[src/rtl/fetch_buffer.sv]
// fetch_buffer: instruction-fetch FIFO between the PC register and decode.
// Keeps one memory request outstanding at most and discards queued and in-flight fetches on redirect.
module fetch_buffer #(
  parameter int DEPTH = 4
) (
  input  logic        clk,
  input  logic        rst_n,
  input  logic [31:0] PCF,
  input  logic        FlushD,
  input  logic        StallD,
  input  logic        imemAck,
  input  logic [31:0] imemRdata,
  output logic        imemReq,
  output logic [31:0] imemAddr,
  output logic        StallF,
  output logic        ValidD,
  output logic [31:0] InstrD,
  output logic [31:0] PCPlus4D
);
  localparam int AW = $clog2(DEPTH);
  typedef enum logic [1:0] {IDLE, WAIT, DISCARD} state_t;
  state_t state, state_nxt;
  logic [AW-1:0] head, tail, head_nxt;
  logic [AW:0] count, occ;
  logic [31:0] req_pc;
  logic [31:0] instr_mem [DEPTH];
  logic [31:0] pc4_mem [DEPTH];
  logic push, pop, issue;
  assign ValidD = count != '0;
  assign imemAddr = PCF;
  assign imemReq = issue & rst_n;
  assign StallF = ~rst_n | ~(issue | FlushD);
  always_comb begin
    push = imemAck & (state == WAIT) & ~FlushD;
    pop = ValidD & ~StallD & ~FlushD;
    occ = count + {{AW{1'b0}}, push} - {{AW{1'b0}}, pop};
    issue = ~FlushD & (occ < (AW+1)'(DEPTH)) & ((state == IDLE) | ((state == WAIT) & imemAck));
    state_nxt = issue ? WAIT :
                (state == IDLE) ? IDLE :
                imemAck ? IDLE :
                ((state == WAIT) & ~FlushD) ? WAIT : DISCARD;
    head_nxt = FlushD ? tail : head + AW'(pop);
  end
  // Head outputs are registered so they hold the last head value while empty;
  // an entry pushed straight into the new head slot bypasses the array.
  always_ff @(posedge clk or negedge rst_n)
    if (!rst_n) begin
      state <= IDLE;
      count <= '0;
      head <= '0;
      tail <= '0;
      req_pc <= '0;
      InstrD <= '0;
      PCPlus4D <= '0;
    end else begin
      state <= state_nxt;
      count <= FlushD ? '0 : occ;
      head <= head_nxt;
      if (push) tail <= tail + AW'(1);
      if (issue) req_pc <= PCF;
      if (!FlushD && occ != '0) begin
        InstrD <= (push && head_nxt == tail) ? imemRdata : instr_mem[head_nxt];
        PCPlus4D <= (push && head_nxt == tail) ? req_pc + 32'd4 : pc4_mem[head_nxt];
      end
    end
  always_ff @(posedge clk)
    if (push) begin
      instr_mem[tail] <= imemRdata;
      pc4_mem[tail] <= req_pc + 32'd4;
    end
endmodule

[config.mk]
export PLATFORM = sky130hd
export DESIGN_NAME = fetch_buffer
export DESIGN_NICKNAME = d
export VERILOG_FILES = /design/src/rtl/fetch_buffer.sv
export SDC_FILE = /design/constraint.sdc
export NUM_CORES = 1
export LEC_CHECK = 0
export CORE_MARGIN = 3
export CORE_UTILIZATION = 56
export CTS_CLUSTER_SIZE = 40
export DETAILED_ROUTE_END_ITERATION = 10
export PLACE_DENSITY = 0.89
export RECOVER_POWER = 100
export SLEW_MARGIN = 0
export SYNTH_ARGS = -nofsm -noshare
export SYNTH_HDL_FRONTEND = slang
export SYNTH_SLANG_ARGS = --single-unit
[constraint.sdc]
create_clock -name clk -period 3.8 [get_ports clk]
set_clock_uncertainty 0.15 [all_clocks]
set_input_delay 0.38 -clock clk [delete_from_list [all_inputs] [get_ports clk]]
set_output_delay 0.38 -clock clk [all_outputs]
set_load 0.1 [all_outputs]
==> results_tabular.tex, run 1 <==
\begin{tabular}{lr}
\hline
Metric & Value \\
\hline
\multicolumn{2}{l}{\textbf{Status}} \\
Result of the run & complete, but fails checks \\
Failing checks & max-capacitance violations, max-slew violations \\
\multicolumn{2}{l}{\textbf{Power and ir drop}} \\
Leakage power & slightly below 0.007 µW \\
Combinational Power Share & 45.2\% \\
Switching part of the total power & 43.4\% \\
Sum of internal, switching and leakage power & 17200 µW \\
Reported net switching power & between 7000 and 8000 µW \\
Clock power share & a little over a fifth \\
Peak supply drop & just over 700 µV \\
Internal power consumption & just under 10000 µW \\
Proportion of power drawn by flip-flops and latches & 33.5\% \\
Power density of the placed cells & roughly 960 nW/µm² \\
\multicolumn{2}{l}{\textbf{Die}} \\
Die extent in x & between 150 and 200 µm \\
Total Die Area & about 28000 µm² \\
Core Area & between 20000 and 30000 µm² \\
Die Y & between 150 and 200 µm \\
Boundary pin count & approximately 170 \\
Cell row count & 58 \\
Initial Utilization & roughly 58\% \\
\multicolumn{2}{l}{\textbf{Critical path}} \\
Critical path peak fanout & 4 \\
CP Launch Type & register \\
RR Startpoint & count[1]\$\_DFF\_PN0\_ \\
Critical Path RT & about 3.3 ns \\
Setup slack of the most critical reg-to-reg path & 0.17 ns \\
Arrival time worst endpoint & approximately 3.1 ns \\
Worst Setup End Kind & primary output \\
Worst R2R Path Depth & 13 \\
Capture instance of the worst register-to-register path & PCPlus4D[23]\$\_DFFE\_PN0P\_ \\
Category of the most critical setup path & register to primary output \\
\multicolumn{2}{l}{\textbf{Route}} \\
Drt via density & a little over 6 \\
Count of unresolved DRC violations after routing & 0 \\
Mean routed wirelength per cell & roughly 23 µm \\
Overall routed net length & approximately 35000 µm \\
First-pass iteration count of the detailed router & 5 \\
Number of DRC markers in iteration 0 & around 860 \\
Post-DRT Antenna Nets & 0 \\
Count of vias placed by the detailed router & roughly 9100 \\
\multicolumn{2}{l}{\textbf{CTS}} \\
TritonCTS clock tree & done \\
Clock Pin Slew Worst Setup and Hold Paths & 0.07 ns \\
H-tree depth & 2 \\
Skew-Pair Late Insertion Delay & around 0.52 ns \\
TritonCTS buffer count & 36 \\
Clock root buffer & clkbuf\_16 \\
Deepest clock path buffer count & 3 \\
Clock sink count & between 300 and 400 \\
\multicolumn{2}{l}{\textbf{Yosys}} \\
Yosys cell types & 48 \\
Cell type with the largest total area after synthesis & edfxtp\_1 \\
Primary FF master, synth & edfxtp\_1 \\
Biggest area contributors in the synthesized netlist & edfxtp\_1 52\%, dfrtp\_1 18\%, mux4\_2 9.8\%, nand2\_1 4.1\%, a21oi\_1 2.8\% \\
Average footprint of a synthesized cell & between 15 and 20 µm² \\
Share of flip-flops with an asynchronous set or reset after synthesis & 29.1\% \\
Synth top area share & 52.1\% \\
Number of warning messages in the yosys log & 0 \\
Post-Syn Instances & 964 \\
Sequential area share after synthesis & between 60\% and 70\% \\
Cell area after synthesis & roughly 15000 µm² \\
Flip-flop and latch count after synthesis & between 300 and 400 \\
Net Count, Synth & around 1000 \\
EDFF count, synth & 256 \\
\multicolumn{2}{l}{\textbf{Placement}} \\
Routability cong. & roughly 0.84 \\
Placed cell areas & about 17000 µm² \\
Placed wire-length estimate after detailed placement & between 20000 and 25000 µm \\
Count of input and output buffers & between 150 and 200 \\
\multicolumn{2}{l}{\textbf{GRT}} \\
Wire length of the first global-routing pass & roughly 54000 µm \\
Initial antenna violation count & 0 \\
Vias in the first global route & about 9600 \\
All-Layer GR Usage & 24.5\% \\
Maximum number of pins on one net before global-route repair & 52 \\
Overall overflow remaining after global route & 0 \\
\multicolumn{2}{l}{\textbf{STA}} \\
Relative slew slack & -34.6\% \\
Time the final worst path needs with I/O delays and setup & 3.65 ns \\
Worst Hold Slack & $\sim$0.22 ns \\
Actual slew at the worst max-slew pin & a little over 2 ns \\
Endpoints failing hold & 0 \\
Count of final max-slew check failures & just over 100 \\
Max Freq & 274 MHz \\
Final-report setup violation count & 0 \\
Final period utilization & a little over nine tenths \\
RSZ-0062 raised after global routing & no \\
\multicolumn{2}{l}{\textbf{Finish}} \\
Fraction of layout instances using a drive strength above 1 & about 15\% \\
Final net count & 1204 \\
Filler Cell Count & around 1600 \\
Number of antenna cells inserted & 0 \\
Synthesis-to-finish area growth & 21.6\% \\
Final cell utilization of the core & 70.2\% \\
Post-route cell area & 17900 µm² \\
\multicolumn{2}{l}{\textbf{Run}} \\
Max-cap violations & 4 \\
\multicolumn{2}{l}{\textbf{Min path}} \\
Path class of the lowest-slack min-delay path & input port to async pin \\
\hline
\end{tabular}
-- flip-flops by register name (all words and copies together) (netlist names) --
| name | flops |
|---|---|
| instr_mem | 128 |
| head | 2 |
| count | 3 |
| InstrD | 32 |
| state | 2 |
| req_pc | 32 |
| pc4_mem | 128 |
| tail | 2 |
| PCPlus4D | 32 |
-- cell type report --
cell class	count	area, µm²	area share [%]
Multi-Input combinational cell	510	3920	21.8
Clock inverter	23	241	1.35
Clock buffer	43	988	5.51
Inverter	12	52.6	0.293
Timing Repair Buffer	205	2010	11.2
Tap cell	330	413	2.30
Sequential cell	361	10300	57.5
-- layer usage --
metal	global-route usage [%]	wire (µm)
met5	0	0
met2	41.6	17800
met1	31.7	12900
met4	9.21	1150
met3	5.07	2830
-- cells in the mapped netlist (3+ instances only) --
library cell    n
buf_1           4
buf_4          35
nand4_1        12
xor2_1         14
a21o_1         14
xnor2_1        15
a21oi_1        82
a22oi_1         8
and2_1          5
nor4_1          9
a22o_1         12
o21ai_0         6
dfrtp_1       105
clkbuf_1       24
inv_1          11
nor2_1         49
nor3_1          7
nand2_1       161
nand3_1        13
mux4_2         64
clkbuf_8        3
ha_1            8
a2bb2oi_1       3
buf_2          13
edfxtp_1      256
-- cell families (layout without fill, tap and decap cells) --
| group | Yosys count | count (layout) | synth area share [%] |
|---|---|---|---|
| DFF | 361 | 361 | 69.9 |
| and+or+nand+nor | 274 | 274 | 8.34 |
| AOI/OAI and AO/OA | 128 | 128 | 5.16 |
| buffers and inverters | 93 | 283 | 3.63 |
| muxes | 66 | 66 | 9.90 |
| xor gates and xnor gates | 33 | 33 | 2.25 |
| adders and majority gates | 9 | 9 | 0.814 |
-- what timing repair did --
| item | CTS | global route |
|---|---|---|
| pin swaps | 0 | 1 |
| gates resized for setup | 2 | 4 |
| gates cloned | 0 | 0 |
| endpoints found under the hold margin | 7 | 0 |
| setup buffers | 2 | 3 |
| hold buffers | 1 | 0 |
| setup endpoints to repair | 2 | 46 |
-- power by group through the flow --
stage	Clock, µW	Combinational, µW	Sequential (µW)
2_1_floorplan	0	3510	8020
3_3_place_gp	0	7570	5760
3_5_place_dp	0	7790	5810
4_1_cts	3690	7960	5760
5_1_grt	3860	8210	5830
6_report	3660	7780	5750
-- worst max-delay path, stage by stage (launching register included) --
cell and delay [ns]:
dfrtp_1 0.39, or3_4 0.38, nor3b_1 0.17, ha_1 0.27, inv_1 0.05, ha_1 0.12
inv_1 0.05, fa_2 0.32, xnor3_1 0.22, nand3_2 0.14, clkinv_4 0.10, o21ai_4 0.16
buf_8 0.22
-- metrics by stage --
step           cells  worst slack (ns)  TNS, ns
6_report        1484             0.154        0
4_1_cts         1481            0.0212        0
5_1_grt         1484           0.00897        0
3_5_place_dp    1412            -0.179    -6.51
2_1_floorplan    964            0.0126        0
3_3_place_gp    1412           -0.0218   -0.481
-- worst max path at each step --
stage / startpoint / end / slack (ns) / depth (start not counted)
6_report: count[1]$_DFF_PN0_ / StallF / 0.15 / 12
5_1_grt: count[1]$_DFF_PN0_ / StallF / 0.009 / 12
4_1_cts: count[1]$_DFF_PN0_ / imemReq / 0.02 / 12
3_3_place_gp: imemAck / InstrD[6]$_DFFE_PN0P_ / -0.02 / 13
3_5_place_dp: imemAck / InstrD[1]$_DFFE_PN0P_ / -0.18 / 13
2_1_floorplan: count[1]$_DFF_PN0_ / StallF / 0.01 / 12
-- layout by cell type (no fill, tap or decap), drive strengths merged, types with 3 or more instances in the layout --
master and instances:
edfxtp 256, nand2 161, dlygate4sd3 121, dfrtp 105
a21oi 82, clkbuf 67, mux4 64, nor2 49
clkdlybuf4s50 35, buf 25, xor2 16, xnor2 15
clkinv 15, a21o 14, nand3 14, nand4 13
a22o 13, inv 13, nor4 11, a22oi 8
ha 8, nor3 7, o21ai 6, bufinv 5
and2 5, a2bb2oi 3, and4 3, and3 3
Note: power is estimated with default switching activity, not from simulation.
==> run 2: changes to the inputs <==
==> constraint.sdc (replaced) <==
create_clock -name clk -period 3.8 [get_ports clk]
set_clock_uncertainty 0.15 [all_clocks]
set_input_delay 0.38 -clock clk [delete_from_list [all_inputs] [get_ports clk]]
set_output_delay 0.38 -clock clk [all_outputs]
set_load 0.05 [all_outputs]
==> run 2 against run 1 <==
Effect of this change: the run still ends with max-capacitance violations, max-slew violations left; sequential power barely moved; design area decreased by 1.0%; combinational power decreased by 19%; sequential share of layout area up 0.59 points; worst hold slack improved by 0.042 ns; non-clock buffer count shrank 4; largest cell class unchanged; largest power group unchanged.
==> results_tabular.tex, run 2 (same netlist as run 1, synthesis figures left out) <==
\begin{tabular}{lr}
\hline
Metric & Value \\
\hline
\multicolumn{2}{l}{\textbf{Critical path}} \\
Worst R2R Path Depth & 14 (was 13) \\
Combined buffer and inverter count along the critical path & 4 (unchanged) \\
Category of the most critical setup path & register to primary output (unchanged) \\
Arrival time worst endpoint & 3.13 ns (was 3.12 ns) \\
Setup slack of the most critical reg-to-reg path & 0.27 ns (was 0.17 ns) \\
Slowest cell on crit path & dfrtp\_1 (unchanged) \\
Worst path top cell family by delay & simple AND/OR/NAND/NOR gates (was adder cells) \\
Ordered cell list for the critical path & or3\_1 > nor3b\_1 > ha\_1 > inv\_1 > ha\_1 > inv\_1 > fa\_1 > xnor3\_1 > nand3\_2 > inv\_4 > and2\_1 > buf\_6 (was or3\_4 > nor3b\_1 > ha\_1 > inv\_1 > ha\_1 > inv\_1 > fa\_2 > xnor3\_1 > nand3\_2 > clkinv\_4 > o21ai\_4 > buf\_8) \\
Worst Setup End Kind & primary output (unchanged) \\
CP Launch Type & register (unchanged) \\
Critical Path RT & 3.27 ns (about the same) \\
Number of logic stages on the critical path including buffering & 12 (unchanged) \\
Critical path peak fanout & 4 (unchanged) \\
Slowest stage delay, CP & 0.41 ns (was 0.39 ns) \\
\multicolumn{2}{l}{\textbf{Die}} \\
Initial Utilization & 57.8\% (unchanged) \\
Boundary pin count & 168 (unchanged) \\
Die extent in x & 168 µm (unchanged) \\
Die Y & 168 µm (unchanged) \\
Cell row count & 58 (unchanged) \\
Core Area & 25500 µm² (unchanged) \\
Total Die Area & 28300 µm² (unchanged) \\
\multicolumn{2}{l}{\textbf{Finish}} \\
Fraction of layout instances using a drive strength above 1 & 14.4\% (was 14.9\%) \\
Final cell utilization of the core & 69.5\% (was 70.2\%) \\
Highest-count cells in the layout ignoring fill and taps & 256 x edfxtp\_1, 161 x nand2\_1, 130 x dlygate4sd3\_1, 105 x dfrtp\_1, 81 x a21oi\_1 (was 256 x edfxtp\_1, 161 x nand2\_1, 121 x dlygate4sd3\_1, 105 x dfrtp\_1, 81 x a21oi\_1) \\
Filler Cell Count & 1579 (was 1582) \\
Most common cell after layout, fill and taps aside & edfxtp\_1 (unchanged) \\
Post-route cell area & 17800 µm² (was 17900 µm²) \\
Synthesis-to-finish area growth & 20.3\% (was 21.6\%) \\
Final net count & 1200 (was 1204) \\
Registers with the most flip-flops & instr\_mem x128, pc4\_mem x128 (unchanged) \\
\multicolumn{2}{l}{\textbf{Status}} \\
Result of the run & complete, but fails checks (unchanged) \\
Failing checks & max-capacitance violations, max-slew violations (unchanged) \\
\multicolumn{2}{l}{\textbf{CTS}} \\
TritonCTS clock tree & done (unchanged) \\
Clock Pin Slew Worst Setup and Hold Paths & 0.06 ns (was 0.07 ns) \\
Clock sink count & 361 (unchanged) \\
Clock root buffer & clkbuf\_16 (unchanged) \\
Skew-Pair Late Insertion Delay & 0.52 ns (about the same) \\
TritonCTS buffer count & 36 (unchanged) \\
Deepest clock path buffer count & 3 (unchanged) \\
H-tree depth & 2 (unchanged) \\
\multicolumn{2}{l}{\textbf{Run}} \\
Max-cap violations & 1 (was 4) \\
\multicolumn{2}{l}{\textbf{STA}} \\
Final-report setup violation count & 0 (unchanged) \\
Time the final worst path needs with I/O delays and setup & 3.66 ns (was 3.65 ns) \\
Relative slew slack & -3.39\% (was -34.6\%) \\
Count of final max-slew check failures & 18 (was 102) \\
Final period utilization & 96.3\% (was 95.9\%) \\
Actual slew at the worst max-slew pin & 1.55 ns (was 2.02 ns) \\
RSZ-0062 raised after global routing & no (unchanged) \\
Max Freq & 273 MHz (was 274 MHz) \\
Endpoints failing hold & 0 (unchanged) \\
\multicolumn{2}{l}{\textbf{GRT}} \\
Wire length of the first global-routing pass & 51900 µm (was 54000 µm) \\
Overall overflow remaining after global route & 0 (unchanged) \\
Initial antenna violation count & 2 (was 0) \\
Maximum number of pins on one net before global-route repair & 51 (was 52) \\
Vias in the first global route & 9352 (was 9572) \\
All-Layer GR Usage & 23.5\% (was 24.5\%) \\
\multicolumn{2}{l}{\textbf{Route}} \\
Count of unresolved DRC violations after routing & 0 (unchanged) \\
Mean routed wirelength per cell & 22.4 µm (was 23.3 µm) \\
Overall routed net length & 33100 µm (was 34600 µm) \\
Number of DRC markers in iteration 0 & 849 (was 855) \\
Drt via density & 6.06 (was 6.13) \\
First-pass iteration count of the detailed router & 5 (unchanged) \\
Post-DRT Antenna Nets & 0 (unchanged) \\
Count of vias placed by the detailed router & 8971 (was 9104) \\
\multicolumn{2}{l}{\textbf{Placement}} \\
Routability cong. & 0.870 (was 0.839) \\
Count of input and output buffers & 167 (unchanged) \\
Placed wire-length estimate after detailed placement & 20500 µm (about the same) \\
Placed cell areas & 16700 µm² (was 16800 µm²) \\
\multicolumn{2}{l}{\textbf{Power and ir drop}} \\
Power density of the placed cells & 867 nW/µm² (was 958 nW/µm²) \\
Leakage power & 0.00669 µW (was 0.00674 µW) \\
Sum of internal, switching and leakage power & 15400 µW (was 17200 µW) \\
Peak supply drop & 572 µV (was 728 µV) \\
\multicolumn{2}{l}{\textbf{Min path}} \\
Hold Crit Depth & 3 \\
Path class of the lowest-slack min-delay path & input port to register (was input port to async pin) \\
\hline
\end{tabular}
==> run 2: layout make-up <==
type                            count  area (µm²)  area share, %
Timing Repair Buffer              201        1950           11.0
Clock inverter                     14        86.3          0.486
Antenna cell                        1        2.50         0.0141
Tap cell                          330         413           2.33
Inverter                           12        50.0          0.282
Multi-Input combinational cell    510        3910           22.0
Sequential cell                   361       10300           58.1
Clock buffer                       51        1030           5.79
==> run 2: where the power goes <==
group | switching, µW | total [µW] | internal (µW)
clock network | 1420 | 3320 | 1890
logic | 3970 | 6320 | 2350
registers | 584 | 5760 | 5170
==> run 2: path summary, 6_finish.rpt <==
check,endpoint,from
setup / recovery,imemReq,count[1]$_DFF_PN0_
hold / removal,req_pc[28]$_DFFE_PN0P_,PCF[28]
setup reg to reg,InstrD[14]$_DFFE_PN0P_,count[1]$_DFF_PN0_
hold reg to reg,PCPlus4D[13]$_DFFE_PN0P_,PCPlus4D[13]$_DFFE_PN0P_
max in group asynchronous,InstrD[18]$_DFFE_PN0P_,rst_n
min in group asynchronous,PCPlus4D[20]$_DFFE_PN0P_,rst_n
==> run 2: what timing repair did <==
action / CTS / global route
cloned: 0 / 0
hold buffers: 1 / 0
gates resized for setup: 1 / 3
pin swaps: 0 / 0
hold endpoints to repair: 20 / 0
buffers inserted: 0 / 2
endpoints found under the setup margin: 2 / 2
==> run 2: metrics by stage <==
| step | hold slack, ns | setup slack [ns] | std cells | setup TNS (ns) |
|---|---|---|---|---|
| after detailed placement | 0.160 | -0.107 | 1411 | -1.25 |
| after global placement | 0.158 | -0.00814 | 1411 | -0.00814 |
| after CTS | 0.206 | 0.0133 | 1477 | 0 |
| after floorplan | -0.0656 | 0.0699 | 964 | 0 |
| final | 0.267 | 0.140 | 1480 | 0 |
| after global routing | 0.291 | 0.00710 | 1480 | 0 |
==> run 2: worst reg2reg max path: stages, from the launching register on <==
cell      delay (ns)
dfrtp_1         0.41
or3_1           0.37
nor3b_1         0.17
ha_1            0.27
inv_1           0.06
ha_1            0.13
inv_1           0.05
fa_1            0.37
xnor3_1         0.21
clkbuf_1        0.13
clkbuf_1        0.14
a21oi_4         0.12
clkbuf_4        0.51
nor2_1          0.19
a21oi_1         0.19
==> run 2: metal layers <==
layer  track usage (%)  share of wire (%)  vias up
li1                  -                  -     3902
met5                 0              0.021        -
met1              31.7                 39     4523
met2              39.7                 51      477
met4              7.19                2.1        2
met3              4.06                8.1       67
